File: config.mk
export PLATFORM = sky130hd
export DESIGN_NAME = div_iter
export DESIGN_NICKNAME = d
export VERILOG_FILES = /design/src/rtl/div_pkg.sv /design/src/rtl/div_lzc.sv /design/src/rtl/div_iter.sv
export SDC_FILE = /design/constraint.sdc
export NUM_CORES = 1
export LEC_CHECK = 0
export CAP_MARGIN = 20
export CORE_UTILIZATION = 57
export CTS_CLUSTER_DIAMETER = 200
export CTS_CLUSTER_SIZE = 16
export DETAILED_ROUTE_END_ITERATION = 8
export PLACE_DENSITY_LB_ADDON = 0.25
export SYNTH_ARGS = -nofsm -noshare
export SYNTH_HDL_FRONTEND = slang
export SYNTH_SLANG_ARGS = --single-unit
export TNS_END_PERCENT = 50
File: constraint.sdc
create_clock -name CLK -period 3.4 [get_ports CLK]
set_input_delay 0.68 -clock CLK [delete_from_list [all_inputs] [get_ports CLK]]
set_output_delay 0.68 -clock CLK [all_outputs]
set_load 0.05 [all_outputs]
File: src/rtl/div_pkg.sv
// Shared definitions for the iterative restoring divider: FSM encoding and
// the width helper used to size the iteration counter.
package div_pkg;

    typedef enum logic [1:0] {
        IDLE = 2'd0,
        CALC = 2'd1,
        DONE = 2'd2
    } state_t;

    // Ceiling log2, at least 1; the counter uses clog2(N+1) so it can hold N.
    function automatic int clog2(input int v);
        int w;
        w = 0;
        while ((1 << w) < v) begin
            w++;
        end
        return (w < 1) ? 1 : w;
    endfunction

endpackage

File: src/rtl/div_lzc.sv
// Parametrised leading-zero counter; an all-zero input returns W.
import div_pkg::*;

module div_lzc #(
    parameter int W  = 16,
    parameter int CW = clog2(W + 1)
) (
    input  logic [W-1:0]  din,
    output logic [CW-1:0] cnt
);

    // Ascending scan: the last hit is the most significant set bit.
    always_comb begin
        cnt = CW'(W);
        for (int i = 0; i < W; i++) begin
            if (din[i]) begin
                cnt = CW'(W - 1 - i);
            end
        end
    end

endmodule

File: src/rtl/div_iter.sv
// Iterative restoring divider, signed/unsigned, one quotient bit per cycle.
// Define DIV_EARLY_TERM_EN to skip the leading-zero iterations of |X|.
import div_pkg::*;

module div_iter #(
    parameter int N          = 16,
    parameter int SIGNED_DEF = 1
) (
    input  logic         CLK,
    input  logic         RST_N,
    input  logic         start,
    input  logic         signed_op,
    input  logic [N-1:0] X,
    input  logic [N-1:0] Y,
    output logic         ready,
    output logic [N-1:0] res,
    output logic [N-1:0] high,
    output logic         finished,
    output logic         div_zero,
    output logic         ovf
);

    localparam int CW = clog2(N + 1);
    localparam logic [N-1:0] MIN_V = {1'b1, {(N-1){1'b0}}};

    function automatic logic [N-1:0] apply_sign(input logic [N-1:0] v, input logic neg);
        return neg ? (~v + {{(N-1){1'b0}}, 1'b1}) : v;
    endfunction

    state_t        state_q, state_d;
    logic          mode_q, mode_d;
    logic          xs_q, xs_d;
    logic          ys_q, ys_d;
    logic          dz_q, dz_d;
    logic          ov_q, ov_d;
    logic [CW-1:0] cnt_q, cnt_d;
    logic [N-1:0]  a_q, a_d;
    logic [N-1:0]  q_q, q_d;
    logic [N-1:0]  m_q, m_d;
    logic [N-1:0]  x_q, x_d;
    logic [N-1:0]  res_q, res_d;
    logic [N-1:0]  high_q, high_d;
    logic          fin_q, fin_d;
    logic          dzo_q, dzo_d;
    logic          ovo_q, ovo_d;

    logic          x_neg, y_neg;
    logic [N-1:0]  x_abs, y_abs;
    logic [N-1:0]  q_init;
    logic [CW-1:0] iter;
    logic [N:0]    shl, diff;

    assign x_neg = signed_op & X[N-1];
    assign y_neg = signed_op & Y[N-1];
    assign x_abs = apply_sign(X, x_neg);
    assign y_abs = apply_sign(Y, y_neg);

`ifdef DIV_EARLY_TERM_EN
    logic [CW-1:0] lz;

    div_lzc #(.W(N), .CW(CW)) u_lzc (
        .din (x_abs),
        .cnt (lz)
    );

    // Leading zero quotient bits are known up front; pre-shift past them.
    assign q_init = x_abs << lz;
    assign iter   = (lz == CW'(N)) ? CW'(1) : (CW'(N) - lz);
`else
    assign q_init = x_abs;
    assign iter   = CW'(N);
`endif

    // Partial remainder stays below M, so an (N+1)-bit difference is exact.
    assign shl  = {a_q, q_q[N-1]};
    assign diff = shl - {1'b0, m_q};

    always_comb begin
        state_d = state_q;
        mode_d  = mode_q;
        xs_d    = xs_q;
        ys_d    = ys_q;
        dz_d    = dz_q;
        ov_d    = ov_q;
        cnt_d   = cnt_q;
        a_d     = a_q;
        q_d     = q_q;
        m_d     = m_q;
        x_d     = x_q;
        res_d   = res_q;
        high_d  = high_q;
        fin_d   = 1'b0;
        dzo_d   = dzo_q;
        ovo_d   = ovo_q;
        case (state_q)
            IDLE: begin
                if (start) begin
                    mode_d  = signed_op;
                    xs_d    = x_neg;
                    ys_d    = y_neg;
                    dz_d    = (Y == '0);
                    ov_d    = signed_op && (X == MIN_V) && (Y == '1);
                    a_d     = '0;
                    q_d     = q_init;
                    m_d     = y_abs;
                    x_d     = X;
                    cnt_d   = iter;
                    state_d = (Y == '0) ? DONE : CALC;
                end
            end
            CALC: begin
                if (!diff[N]) begin
                    a_d = diff[N-1:0];
                    q_d = {q_q[N-2:0], 1'b1};
                end else begin
                    a_d = shl[N-1:0];
                    q_d = {q_q[N-2:0], 1'b0};
                end
                cnt_d = cnt_q - CW'(1);
                if (cnt_q == CW'(1)) begin
                    state_d = DONE;
                end
            end
            DONE: begin
                fin_d = 1'b1;
                dzo_d = dz_q;
                ovo_d = ov_q;
                if (dz_q) begin
                    res_d  = '1;
                    high_d = x_q;
                end else begin
                    // MIN / -1 falls out naturally as MIN rem 0.
                    res_d  = apply_sign(q_q, mode_q & (xs_q ^ ys_q));
                    high_d = apply_sign(a_q, mode_q & xs_q);
                end
                state_d = IDLE;
            end
            default: state_d = IDLE;
        endcase
    end

    always_ff @(posedge CLK or negedge RST_N) begin
        if (!RST_N) begin
            state_q <= IDLE;
            mode_q  <= (SIGNED_DEF != 0);
            xs_q    <= 1'b0;
            ys_q    <= 1'b0;
            dz_q    <= 1'b0;
            ov_q    <= 1'b0;
            cnt_q   <= '0;
            res_q   <= '0;
            high_q  <= '0;
            fin_q   <= 1'b0;
            dzo_q   <= 1'b0;
            ovo_q   <= 1'b0;
        end else begin
            state_q <= state_d;
            mode_q  <= mode_d;
            xs_q    <= xs_d;
            ys_q    <= ys_d;
            dz_q    <= dz_d;
            ov_q    <= ov_d;
            cnt_q   <= cnt_d;
            res_q   <= res_d;
            high_q  <= high_d;
            fin_q   <= fin_d;
            dzo_q   <= dzo_d;
            ovo_q   <= ovo_d;
        end
    end

    always_ff @(posedge CLK) begin
        a_q <= a_d;
        q_q <= q_d;
        m_q <= m_d;
        x_q <= x_d;
    end

    assign ready    = (state_q == IDLE);
    assign res      = res_q;
    assign high     = high_q;
    assign finished = fin_q;
    assign div_zero = dzo_q;
    assign ovf      = ovo_q;

endmodule
# [Yosys cells after proc, flatten, opt, wreduce, memory -nomap -nowiden]
# Cells that the tools add are included.
[op_classes] n_reduce_logical=8 n_eq_ne=7 shift=0 mul=0 addsub=6 n_lt_le_gt_ge=0 bitwise_logic=9 div=0 mux=19
[ops] op="two-way mux 16 bit" count=9
[ops] op="adder 16 x 1 -> 16 bit, second input constant" count=4
[ops] op="NOT 16 bit" count=4
[ops] op="case mux 16 bit (2 select lines)" count=2
[ops] op="== test 16 bit, second input constant" count=2
[ops] op="subtractor 17 x 16 -> 17 bit" count=1
[ops] op="logical NOT 16 bit" count=1
[ops] op="case mux 5 bit (2 select lines)" count=1
[ops] op="two-way mux 2 bit" count=3
[ops] op="AND reduction 2 bit" count=3
[ops] op="== test 5 x 1 -> 1 bit, second input constant" count=1
[ops] op="two-way mux 5 bit" count=1
[ops] op="subtractor 5 x 1 -> 5 bit, second input constant" count=1
[ops] op="AND 1 bit" count=4
[ops] op="!= test 2 bit, second input constant" count=2
[ops] op="case mux 2 bit (2 select lines)" count=1
[ops] op="== test 2 x 1 -> 1 bit, second input constant" count=1
[ops] op="== test 2 bit, second input constant" count=1
[ops] op="logical AND 1 bit" count=2
[ops] op="logical NOT 2 bit" count=1
[ops] op="two-way mux 1 bit" count=2
[ops] op="nonzero test 2 bit" count=1
[ops] op="XOR 1 bit" count=1
[totals] memories=0 ff_bits=111 input_bits=36 latchBits=0 output_inout_bits=36 mem_bits_ro=0 elab_cells=65 mem_bits_rw=0

# [Longest topological paths before layout]
# Gate-level depths: netlist of the first run.
[logic_depth] depth_word=5 mapped_depth=12 depth_no_buf=10

# [Least setup slack after synthesis of the first run]
# No wires, ideal clock.
[synth_path] path_type="register to register" start="reg state_q[0]" end="reg a_q[0], enable pin" n_path_buf=1 synth_period_minus_slack_ns=2.685 path_slack_ns=0.715 path_stages_with_launch=5 t_arrival_ns=2.295 setup_time_ns=0.389 required_ns=3.011 cell_sequence="dfrtp_1 > nor2_1 > nand2_1 > clkbuf_1 > nand2_1"
[synth_via] elab_chain_len=3 elab_cells_between_ends=5 classes_between="eq/ne: 2; reduce/logical: 3"
[synth_rtl] element="from (decl)" line_no="div_iter.sv:30" text="state_t state_q, state_d;"
[synth_rtl] element="from (signal assigned)" line_no="div_iter.sv:157" text="state_q <= state_d;"
[synth_rtl] element="logical NOT 2 bit *"
[synth_rtl] element="net ready" line_no="div_iter.sv:15" text="output logic ready,"
[synth_rtl] element="!= test 2 bit (no source line) or nonzero test 2 bit (tied branches)"
[synth_rtl] element="AND reduction 2 bit (no source line) *"
[synth_rtl] element="to (signal assigned)" line_no="div_iter.sv:173" text="a_q <= a_d;"
[synth_rtl] element="to (decl)" line_no="div_iter.sv:37" text="logic [N-1:0] a_q, a_d;"
# Mark *: on every way through the listed nets, which the timed path passes. The rest lies on a longest branch.
# A chain may end at the register's enable or synchronous reset.

# [Worst setup path in the final report of the first run]
[layout_path] start="reg a_q[0]" end="reg a_q[13] (data pin)"
[layout_via] elab_chain_len=3
[layout_rtl] element="subtractor 17 x 16 -> 17 bit" line_no="div_iter.sv:76" text="assign diff = shl - {1'b0, m_q};"
[layout_rtl] element="two-way mux 16 bit" line_no="div_iter.sv:112" text="if (!diff[N]) begin"
[layout_rtl] element="case mux 16 bit (2 select lines)" line_no="div_iter.sv:95" text="case (state_q)"
# Every way passes these cells.

==> results.yml, run 1 <==
detailed_routing:
  drc: 0
  top_layer_used: "met4"
  drtPass1Iterations: 5
  met1_length_mm: 6.95
  wl_per_cell_um: 17.4
  drtAntennaViolNets: 0
  wl_met3_mm: 1.09
  vias_per_cell: 6.02
  vias: 5373
  wl_met2_mm: 7.27
  drt_iter0_markers: 403
  drt_wl_total_mm: 15.5
die:
  floorplan.initialDensity: 0.591
  core-area_sq_um: 11000
  num_io_pins: 72
  placement_rows: 38
  die_h_um: 109
  die_w_um: 109
  die_area_sq_um: 11800
clocking:
  cts_resized: 0
  clock-sinks: 111
  clk_pin_slew_ns: 0.07
  cts_setup_buffers: 0
  cts_tree: "built"
  cts_root_buffer: "clkbuf_16"
  clockBufferDepth: 2
  htreeDepth: 3
  cts_made_buffers: 9
  clock_latency_ns: 0.36
  hold_buffers: 0
synth:
  ys_types: 62
  seq_area_frac_synth: 0.478
  yosys-top-cells-area: "edfxtp_1 30%, dfrtp_1 18%, a21oi_1 6.4%"
  synth_edf_count: 64
  postSynthCellCount: 682
  ys.flop_type: "edfxtp_1"
  ys_seq_elements: 111
  yosysWarnings: 0
  syn_nets: 742
  async_flop_share: 0.423
  synth_top_area_share: 0.296
  syn_avg_cell_area_sq_um: 9.52
  mappedNetlistArea_sq_um: 6490
  netlist.top_cell.by_area: "edfxtp_1"
placement:
  globalplace.congestion: 0.868
  placed_area_sq_um: 7310
  dp_hpwl_mm: 11.6
  io_buffers: 71
setup_path:
  worstPathArrival_ns: 3.18
  critPathLaunchType: "flop"
  crit_chain: "inv_1 -> fa_1 -> nand2b_1 -> a21oi_1 -> o211a_1 -> o21a_1 -> or3_1 -> a21oi_1 -> a311oi_2"
  cp.required_ns: 3.57
  cp_common_cell: "a21oi_1"
  critPathMaxStageDelay_ns: 0.48
  path_max_fanout: 17
  endpoint_kind: "flop"
  crit_slowest_cell: "or3_1"
  crit_type: "flop to flop"
timing:
  clock.fmax_mhz: 332
  hold_viol_final: 0
  finalMaxSlewViolations: 0
  finClkSkew_ns: 0.00950
  relSlewSlack: 0.374
  max_slew.worst_pin.slew_ns: 0.939
  post-route-min-period_ns: 3.01
  period_share: 0.885
  rsz0062_at_grt: "false"
  setup_viol: 0
  finalSetupTns_ns: 0
  whs_ns: 0.154
final_layout:
  antenna_cells: 0
  finish.net_count: 808
  drive_gt1_frac: 0.0611
  fill_cells: 837
  multi_input_area_sq_um: 3120
  finalInstanceArea_sq_um: 7620
  register_area_sq_um: 3100
  syn_to_final_growth_pct: 17.4
run_status:
  status: "finished, final reports clean"
grt:
  first_global_vias: 4957
  track_usage: 0.277
  grt_antenna_before_repair: 0
  grt_pass1_wl_mm: 24.8
  grt_max_degree: 48
  overflow: 0
pwr:
  ir_drop_v: 0.000631
  powerDensity_nw_per_um2: 960
  p_leak_nw: 3.11
hold_path:
  hold_path.class: "input pin to asynchronous set/reset pin"
flow_run:
  cap_violations: 0
==> power by group <==
| part | leakage [nW] | total (mW) | switching (mW) | internal [mW] |
|---|---|---|---|---|
| combinational | 1.72 | 3.72 | 2.32 | 1.39 |
| clock | 0.136 | 1.03 | 0.471 | 0.560 |
| sequential | 1.25 | 2.57 | 0.481 | 2.09 |
| total | 3.11 | 7.32 | 3.27 | 4.04 |
==> placed cells by master (no fill, tap or decap), drive strengths merged, types with 5 or more instances in the layout <==
master / instances
buf: 11
nand4: 5
nand2: 71
nand3: 19
nor2b: 7
and3: 7
nor4: 6
ha: 23
o21ai: 75
inv: 36
nor3: 13
edfxtp: 64
clkdlybuf4s50: 70
or3: 11
nand2b: 12
xnor2: 34
xor2: 29
a21oi: 84
and2: 5
or4: 5
o41ai: 5
nor2: 56
dfrtp: 46
clkbuf: 12
==> worst max-delay path: cells and delay by family (launching register included) <==
family | cells | cell delay (ns)
AOI/OAI and AO/OA | 5 | 1.11
buffers and inverters | 1 | 0.13
DFF | 1 | 0.46
adders and majority gates | 1 | 0.44
and+or+nand+nor | 2 | 0.67
==> metrics by stage <==
step | worst slack, ns | power (mW) | util | instances
final | 0.391 | 7.32 | 0.694 | 893
after global routing | 0.186 | 7.79 | 0.694 | 893
after CTS | 0.436 | 7.28 | 0.692 | 892
after detailed placement | 0.452 | 6.23 | 0.665 | 876
after global placement | 0.534 | 6.11 | 0.665 | 876
after floorplan | 0.715 | 5.16 | - | 682
==> worst paths after layout <==
kind / start / endpoint / slack [ns] / depth (start not counted)
worst max register to register: a_q[0] / a_q[13] / 0.39 / 9
worst min-delay path: RST_N / high[10] / 0.15 / 1
worst min register to register: cnt_q[4] / cnt_q[4] / 0.48 / 1
max in group asynchronous: RST_N / mode_q / 2.73 / 2
worst max-delay path: a_q[0] / a_q[13] / 0.39 / 9
min in group CLK: cnt_q[4] / cnt_q[4] / 0.48 / 1
==> area by class of cell <==
type                    count  share of cell area
clock buffers              12              0.0351
flip-flops and latches    111               0.407
clock inverters             4             0.00361
well taps                 140              0.0230
inverters                  36              0.0177
repair buffers             81               0.104
multi-input cells         509               0.410
==> registers in the layout, indices dropped and copies added (netlist names) <==
name	flops
dz_q	1
state_q	2
high	16
cnt_q	5
ov_q	1
m_q	16
res	16
finished	1
mode_q	1
a_q	16
ys_q	1
ovf	1
x_q	16
q_q	16
xs_q	1
div_zero	1
==> cell families (layout without fill, tap and decap cells) <==
group           after synthesis  in the layout  synth area share
fa+ha+maj                    24             24            0.0474
buf+inv                      62            133            0.0414
xor+xnor                     63             63            0.0850
mux                           4              4           0.00617
flops                       111            111             0.478
compound gates              194            194             0.173
simple gates                224            224             0.169
==> synthesized netlist by cell type (all sizes together) (12+ instances only) <==
cell type  number
a21oi          84
o21ai          75
nand2          71
edfxtp         64
nor2           56
dfrtp          46
inv            36
xnor2          34
xor2           29
ha             23
nand3          19
clkbuf         18
nor3           13
nand2b         12
==> per-layer routing <==
layer,vias to the layer above,global-route usage
met5,-,0
met4,0,0.0811
met3,25,0.0568
met2,224,0.433
met1,2568,0.392
li1,2556,-
No activity file was read; power rests on OpenSTA's default activity.
==> run 2: changes to the inputs <==
--- a/config.mk
+++ b/config.mk
@@ -11,6 +11,7 @@
 export CTS_CLUSTER_SIZE = 16
 export DETAILED_ROUTE_END_ITERATION = 8
 export PLACE_DENSITY_LB_ADDON = 0.25
+export SETUP_SLACK_MARGIN = 0.3
 export SYNTH_ARGS = -nofsm -noshare
 export SYNTH_HDL_FRONTEND = slang
 export SYNTH_SLANG_ARGS = --single-unit
==> run 2 against run 1 <==
Critical path depth unchanged. Core utilization is essentially flat. First-iteration DRC count increased by 2.2%. Highest routed layer unchanged. Clock-buffer cell count unchanged. Worst hold slack better by 0.0017 ns. Design area about the same. Global-route usage stayed put. Critical endpoint is now a_q[11].
==> results.yml, run 2 (same netlist as run 1, synthesis figures left out) <==
grt:
  grt_pass1_wl_mm: 24.8
  grt_antenna_before_repair: 0
  first_global_vias: 4957
  overflow: 0
  grt_max_degree: 48
  track_usage: 0.277
timing:
  finalMaxSlewViolations: 0
  period_share: 0.861
  finClkSkew_ns: 0.00945
  rsz0062_at_grt: "true"
  setup_viol: 0
  max_slew.worst_pin.slew_ns: 0.942
  finalSetupTns_ns: 0
  post-route-min-period_ns: 2.93
  relSlewSlack: 0.372
  clock.fmax_mhz: 342
  hold_viol_final: 0
setup_path:
  endpoint_kind: "flop"
  crit_start: "a_q[0]"
  path_max_fanout: 17
  crit_chain: "inv_1 -> fa_1 -> nand2b_1 -> a21oi_1 -> o211a_1 -> o21a_1 -> o21a_1 -> o21ai_0 -> a21oi_1"
  critPathMaxStageDelay_ns: 0.47
  cp.required_ns: 3.58
  crit_type: "flop to flop"
  critPathLaunchType: "flop"
  timing.rr.start: "a_q[0]"
  worstPathArrival_ns: 3.11
  crit_slowest_cell: "o21a_1"
clocking:
  hold_buffers: 0
  cts_root_buffer: "clkbuf_16"
  clock_latency_ns: 0.36
  clk_pin_slew_ns: 0.07
  htreeDepth: 3
  clockBufferDepth: 2
  cts_made_buffers: 9
  cts_setup_buffers: 0
  clock-sinks: 111
  cts_tree: "built"
final_layout:
  most-common-layout-cells: "83 x a21oi_1, 72 x o21ai_0, 71 x nand2_1, 70 x clkdlybuf4s50_1, 64 x edfxtp_1"
  drive_gt1_frac: 0.0624
  finish.net_count: 808
  syn_to_final_growth_pct: 17.5
  antenna_cells: 0
  layout_commonest_cell: "a21oi_1"
pwr:
  ir_drop_v: 0.000630
  total_power_mw: 7.32
  powerDensity_nw_per_um2: 960
  p_leak_nw: 3.11
flow_run:
  cap_violations: 0
die:
  floorplan.initialDensity: 0.591
  die_area_sq_um: 11800
  placement_rows: 38
  num_io_pins: 72
  core-area_sq_um: 11000
  die_w_um: 109
  die_h_um: 109
detailed_routing:
  drtAntennaViolNets: 0
  vias_per_cell: 6.02
  drtPass1Iterations: 5
  drt_iter0_markers: 412
  drt_wl_total_mm: 15.5
  vias: 5376
  wl_per_cell_um: 17.4
  drc: 0
run_status:
  status: "finished, final reports clean"
placement:
  io_buffers: 71
  globalplace.congestion: 0.868
  dp_hpwl_mm: 11.6
hold_path:
  hold_path.class: "input pin to asynchronous set/reset pin"
-- run 2: worst max-delay path: cells and delay by family, from the launching register on --
family                   cells  cell delay, ns
buffers and inverters        1            0.13
flip-flops                   1            0.46
adder cells (fa/ha/maj)      1            0.44
AND/OR/NAND/NOR              1            0.19
AO/OA/AOI/OAI                6            1.53
-- run 2: report_power, final --
group          internal (mW)  total (mW)  leakage, nW  switching (mW)
clock                  0.560        1.03        0.136           0.469
sequential              2.09        2.57         1.25           0.481
combinational           1.40        3.73         1.72            2.32
total                   4.05        7.32         3.11            3.27
-- run 2: what timing repair did --
| item | 4_1_cts | 5_1_grt |
|---|---|---|
| endpoints found under the setup margin | 0 | 6 |
| endpoints found under the hold margin | 0 | 0 |
| gates resized for setup | 0 | 1 |
-- run 2: final cells by class --
type / instances / area [sq um]
clock inverters: 4 / 27.5
multi-input cells: 509 / 3130
flip-flops and latches: 111 / 3100
well taps: 140 / 175
clock buffers: 12 / 268
inverters: 36 / 135
fillers: 837 / 3360
repair buffers: 81 / 793
-- run 2: per-layer routing --
metal,wire length (um),up-vias,global-route usage
met1,6870,2574,0.392
met3,1200,28,0.0568
met2,7180,217,0.433
met5,0,-,0
li1,-,2557,-
met4,284,0,0.0811
-- run 2: worst paths after layout --
path,depth (start not counted),to,slack [ns]
setup / recovery,9,a_q[11],0.47
hold / removal,1,high[10],0.16
setup reg to reg,9,a_q[11],0.47
hold reg to reg,1,cnt_q[4],0.48
max in group asynchronous,2,mode_q,2.72
min in group CLK,1,cnt_q[4],0.48
-- run 2: metrics by stage --
step | cells | hold slack (ns) | setup slack [ns] | area (sq um) | util
global placement | 876 | 0.455 | 0.534 | 7310 | 0.665
detailed placement | 876 | 0.460 | 0.452 | 7310 | 0.665
finish | 893 | 0.155 | 0.472 | 7630 | 0.694
global route | 893 | 0.153 | 0.290 | 7630 | 0.694
floorplan | 682 | 0.384 | 0.715 | 6490 | -
CTS | 892 | 0.477 | 0.436 | 7600 | 0.692
